--- src/rtl/fir_da_sequencer.sv ---
// fir_da_sequencer: bit-serial control sequencer for the FIR distributed-arithmetic datapath.
// Pops one sample from the FIFO, loads the tap shift registers, steps the DA accumulator
// through DATA_W bit-slices (LSB first, sign slice last), then holds the finished sum
// on a valid/ready handshake.
// Optional feature: define FIR_SEQ_STARVE_EN to add the starve_cnt port, a saturating
// count of idle cycles spent waiting on an empty FIFO after the first delivered sample.
module fir_da_sequencer #(
  parameter int DATA_W = 16,
  parameter int IDX_W  = 4,
  parameter int CNT_W  = 16
) (
  input  logic              clk3,
  input  logic              reset,
  input  logic              fifo_empty,
  output logic              fifo_read,
  output logic              sreg_load,
  output logic              sreg_shift,
  output logic              da_clear,
  output logic              da_acc_en,
  output logic              da_msb,
  output logic [IDX_W-1:0]  bit_idx,
  output logic              sum_valid,
  input  logic              sum_ready,
  output logic              busy,
  output logic [CNT_W-1:0]  sample_cnt
`ifdef FIR_SEQ_STARVE_EN
  ,
  output logic [CNT_W-1:0]  starve_cnt
`endif
);

  localparam logic [IDX_W-1:0] LAST_IDX = IDX_W'(DATA_W - 1);

  typedef enum logic [1:0] {IDLE, LOAD, SHIFT, HOLD} state_t;

  state_t           state_q, state_d;
  logic [IDX_W-1:0] bit_idx_q, bit_idx_d;
  logic [CNT_W-1:0] sample_cnt_q, sample_cnt_d;
  logic             last_slice;
  logic             accept;

  assign last_slice = (state_q == SHIFT) && (bit_idx_q == LAST_IDX);
  assign accept     = (state_q == HOLD) && sum_ready;

  // State register: reset discards any sample in flight.
  always_ff @(posedge clk3) begin
    if (reset) state_q <= IDLE;
    else       state_q <= state_d;
  end

  // Next-state: a FIFO read always leads into LOAD; the sign slice ends SHIFT.
  always_comb begin
    state_d = state_q;
    unique case (state_q)
      IDLE:  if (fifo_read) state_d = LOAD;
      LOAD:  state_d = SHIFT;
      SHIFT: if (last_slice) state_d = HOLD;
      HOLD:  if (sum_ready) state_d = fifo_read ? LOAD : IDLE;
      default: state_d = IDLE;
    endcase
  end

  // Output decode: the read strobe is gated by reset so nothing is popped while resetting.
  always_comb begin
    fifo_read  = 1'b0;
    sreg_load  = 1'b0;
    sreg_shift = 1'b0;
    da_clear   = 1'b0;
    da_acc_en  = 1'b0;
    da_msb     = 1'b0;
    sum_valid  = 1'b0;
    busy       = (state_q != IDLE);
    unique case (state_q)
      IDLE:  fifo_read = !reset && !fifo_empty;
      LOAD: begin
        sreg_load = 1'b1;
        da_clear  = 1'b1;
      end
      SHIFT: begin
        sreg_shift = 1'b1;
        da_acc_en  = 1'b1;
        da_msb     = (bit_idx_q == LAST_IDX);
      end
      HOLD: begin
        sum_valid = 1'b1;
        fifo_read = !reset && sum_ready && !fifo_empty;
      end
      default: ;
    endcase
  end

  // Slice index advances only while shifting; it is parked at zero everywhere else.
  always_comb begin
    bit_idx_d    = '0;
    sample_cnt_d = sample_cnt_q;
    if (state_q == SHIFT && !last_slice) bit_idx_d = bit_idx_q + 1'b1;
    if (accept) sample_cnt_d = sample_cnt_q + 1'b1;
  end

  // Slice index and delivered-sample counter (counter wraps naturally).
  always_ff @(posedge clk3) begin
    if (reset) begin
      bit_idx_q    <= '0;
      sample_cnt_q <= '0;
    end else begin
      bit_idx_q    <= bit_idx_d;
      sample_cnt_q <= sample_cnt_d;
    end
  end

  assign bit_idx    = bit_idx_q;
  assign sample_cnt = sample_cnt_q;

`ifdef FIR_SEQ_STARVE_EN
  logic             served_q, served_d;
  logic [CNT_W-1:0] starve_cnt_q, starve_cnt_d;

  // Starvation only counts once the pipeline has produced at least one result.
  always_comb begin
    served_d     = served_q | accept;
    starve_cnt_d = starve_cnt_q;
    if (state_q == IDLE && fifo_empty && served_q && starve_cnt_q != {CNT_W{1'b1}})
      starve_cnt_d = starve_cnt_q + 1'b1;
  end

  // Starve counter state: saturating, cleared only by reset.
  always_ff @(posedge clk3) begin
    if (reset) begin
      served_q     <= 1'b0;
      starve_cnt_q <= '0;
    end else begin
      served_q     <= served_d;
      starve_cnt_q <= starve_cnt_d;
    end
  end

  assign starve_cnt = starve_cnt_q;
`endif

endmodule
--- config.mk ---
export PLATFORM = sky130hd
export DESIGN_NAME = fir_da_sequencer
export DESIGN_NICKNAME = d
export VERILOG_FILES = /design/src/rtl/fir_da_sequencer.sv
export SDC_FILE = /design/constraint.sdc
export NUM_CORES = 1
export LEC_CHECK = 0
export BUFFER_PORTS_ARGS = -buffer_cell sky130_fd_sc_hd__clkbuf_2
export CAP_MARGIN = 40
export CORE_AREA = 4 4 57 46
export DETAILED_ROUTE_END_ITERATION = 12
export DIE_AREA = 0 0 61 50
export PLACE_DENSITY_LB_ADDON = 0.25
export SYNTH_ARGS = -nofsm -noshare
export SYNTH_HDL_FRONTEND = slang
export SYNTH_SLANG_ARGS = --single-unit
--- constraint.sdc ---
create_clock -name clk3 -period 5.5 [get_ports clk3]
set_input_delay 0.55 -clock clk3 [delete_from_list [all_inputs] [get_ports clk3]]
set_output_delay 0.55 -clock clk3 [all_outputs]
set_load 0.005 [all_outputs]
**Yosys cells after proc, flatten, opt, wreduce, memory -nomap -nowiden**

Cells that the tools add are included.

- Bits in registers: 22
- Bits of input ports: 4
- Output and inout bits: 28
- Word-level logic and storage cells: 36

- $add $sub $neg: 2
- Equality and inequality tests: 7
- Multiplexer cells: 10
- Bitwise operators: 1
- Reduce and logical (&&, ||, !) cells: 13

Operator list:

| operator | count |
|---|---|
| 16-bit by 1-bit adder with 16-bit output (second input constant) | 1 |
| 2-bit case mux with 4 select lines | 1 |
| 1-bit logical AND | 6 |
| 2-bit two-way mux | 3 |
| 2-bit inequality test (second input constant) | 3 |
| 1-bit two-way mux | 5 |
| 4-bit by 1-bit adder with 4-bit output (second input constant) | 1 |
| 2-bit equality test (second input constant) | 2 |
| 4-bit equality test (second input constant) | 1 |
| 1-bit logical NOT | 3 |
| 3-bit AND reduction | 1 |
| 2-bit by 1-bit equality test with 1-bit output (second input constant) | 1 |
| 2-bit logical NOT | 1 |
| 1-bit case mux with 2 select lines | 1 |
| 2-bit nonzero test | 1 |
| 2-bit OR reduction | 1 |
| 1-bit inverter | 1 |

**Longest topological paths before layout**

- Word-level depth: 7
- Gate-level depth with buffers: 6
- Mapped depth without buffers: 6

**Worst setup path before layout**

Ideal clock, no wire load.

- Path kind: register -> register
- Start point: reg state_q[0]
- End point: reg state_q[1]
- Setup time: 0.128 ns
- Arrival time: 1.740 ns
- Data required time: 5.372 ns
- Setup slack: 3.632 ns
- Cell stages (with the launch flop): 7
- Path buffers: 0
- Period minus slack after synthesis: 1.868 ns
- Cell sequence: dfxtp_1 > inv_1 > ha_1 > or3_1 > a221oi_1 > mux2i_1 > nor2_1

- Elaborated cells on any way between the ends: 11
- Those cells by class: eq/ne (6); mux (2); reduce/logical (3)

RTL lines:

| what | line | RTL |
|---|---|---|
| start: declaration | 36 | `state_t state_q, state_d;` |
| start signal: assignment | 48 | `else state_q <= state_d;` |
| 2-bit equality test (tied with other cells) | 54 | `unique case (state_q)` |
| 2-bit case mux with 4 select lines (*) | 54 |  |
| named net state_d[1] | 36 |  |

Mark *: on every way through the listed nets, which the timed path passes. The rest lies on a longest branch.
A chain may end at the register's enable or synchronous reset.

**Final worst setup path**

- Start point: reg state_q[0]
- End point: out fifo_read

- Word-level cells in the longest chain between the ends: 2
- Elaborated cells on any way between the ends: 3
- Those cells by class: eq/ne (1); mux (1); reduce/logical (1)

RTL lines:

| what | line | RTL |
|---|---|---|
| 2-bit equality test or 2-bit logical NOT (tied branches) | 73 | `unique case (state_q)` |
| 1-bit case mux with 2 select lines (*) | 73 |  |
| end: declaration | 15 | `output logic fifo_read,` |

Mark *: on every way between the ends. The rest lies on a longest branch, timed or not.

==> run metrics <==
pwr/cell area 264 mW/mm^2; worst-margin pin slew 456 ps; RSZ-0062 raised after global routing no; drt first pass iters 6; max_cap viols 0; drc violations 0; outcome finished, final reports clean; combinational share of power 25.4%; first-pass GRT wire length 3860 um; Clk pwr share 21.7%; fmax 429 MHz; arrival time worst endpoint 1780 ps; Final period util 42.3%; vias in the first global route 883; initial antenna violation count 0; layout cells sized above 1 26.0%; top cells by instance count after synthesis 22 x dfxtp_1, 18 x nor2_1, 9 x xnor2_1; Starting Density 53.6%; WS Path Type flop to output pin; vias per cell 5.30; floorplan row count 14; asr flop ratio synth 0%; PostCTS Resize Cnt 0; Starting DRT DRC Count 13; final setup fails 0; flops & latches, synth 22; Setup Skew 1.17 ps; gr usage total 16.2%; Period minus WS final 2330 ps; GRT overflow 0; PortBufs 31; H-tree lvl count 1; CP required 4950 ps; Yosys cell types 26; area leader, netlist dfxtp_1; crit end category output pin; YS warnings 0; internal power 230 uW; crit path max fanout 4; startpoint types flop; DRT Wirelength 2280 um; Post-Synthesis Cells 120; I/O pin total 32; core area 0.00200 sq mm; Slew Viols, Final 0; post-DP HPWL 1760 um; Cell Area, Synth 0.00107 sq mm; hold buffers post-CTS 0; Clock transition at path regs 110 ps; Final Cell Area 0.00125 sq mm; post-synthesis to final-layout area growth 17.3%; WL/cell 13.1 um; total setup buffers inserted after CTS 0; Fin. Hold Viols 0; fin nets 162; GP Congestion 0.764; count leader, synth dfxtp_1; Sw Share 30.6%; Post-synth EDFFs 0; n_diodes 0; Synth area leaders dfxtp_1 41%, xnor2_1 7.4%, ha_1 7.0%; clock buffer depth 2; Max-slew headroom 69.6%; sequential area share after synthesis 41.2%; Post-DP Area 0.00123 sq mm; largest net degree at the start of global routing 24; die width 61 um; Die Ht 50 um; Skew-Pair Late Insertion Delay 300 ps; ys flop type dfxtp_1; worst vdd ir 0.186 mV; post-route setup TNS 0 ps; Worst Hold Class flop to flop; total die area 0.00305 sq mm; syn_area_per_cell 8.91 sq um; cts bufs inserted 3; Final ANT Viol Nets 0; Psw 101 uW; Flop pwr share 52.9%; CTS tree done; CTS sink cnt 22; top cell type's share of synthesized area 41.2%; Leak 0.000519 uW; clock root cell clkbuf_4; DR vias 923; Synth Net Count 130
==> critical path: stages (launching register included) <==
cell and delay, ps:
dfxtp_1 400, inv_1 100, ha_1 310, or3_1 410
nor2_1 130, clkbuf_2 120
==> layer usage <==
layer	global-route usage, %	vias to the layer above	wire [um]
li1	-	481	-
met1	21.7	419	1090
met2	26.0	21	1090
met3	5.74	2	93
met4	1.08	0	11
met5	0	-	0
==> metrics by stage <==
step                setup WS (ps)  utilization (%)  cells  hold slack (ps)  power [uW]
CTS                          3170             62.8    174              509         335
floorplan                    3630                -    120              477         239
finish                       3170             62.8    174              504         332
global route                 3100             62.8    174              564         353
detailed placement           3340             61.7    171              492         265
global placement             3410             61.7    171              485         260
==> power groups by stage <==
stage                     Sequential [uW]  Combinational [uW]  Clock (uW)
after floorplan                       177                62.0           0
after global placement                178                82.4           0
after detailed placement              179                85.5           0
after CTS                             175                85.6        73.9
after global routing                  177                95.2        80.9
final                                 175                84.3        71.9
==> sequential cells by signal (all words and copies together) (netlist names) <==
register / cells
sample_cnt: 16
state_q: 2
bit_idx: 4
==> path summary, 6_finish.rpt <==
path	start	end	slack [ps]	cells after the start
worst max-delay path	state_q[0]	fifo_read	3170	5
worst min-delay path	bit_idx[0]	bit_idx[0]	500	1
worst max register to register	state_q[0]	state_q[1]	3450	6
worst min register to register	bit_idx[0]	bit_idx[0]	500	1
==> placed cells by master, fill, tap and decap left out, types with 8 or more instances in the layout <==
master,instances
nand3_1,8
nor2_1,18
clkbuf_2,31
xnor2_1,9
dfxtp_1,22
==> cell type report <==
type                    instances  area, sq um
repair buffers                 31          155
flip-flops and latches         22          440
fillers                       183          742
inverters                       6         22.5
multi-input cells              88          584
clock buffers                   3         22.5
well taps                      24         30.0
==> kinds of logic (layout without fill, tap and decap cells) <==
logic type	count (synthesis)	after routing	share of synthesized area (%)
compound gates	10	10	6.32
mux	1	1	0.936
buf+inv	10	40	4.21
xor+xnor	15	15	12.3
simple gates	56	56	28.1
flops	22	22	41.2
fa+ha+maj	6	6	7.02
Note: power is estimated with default switching activity, not from simulation.
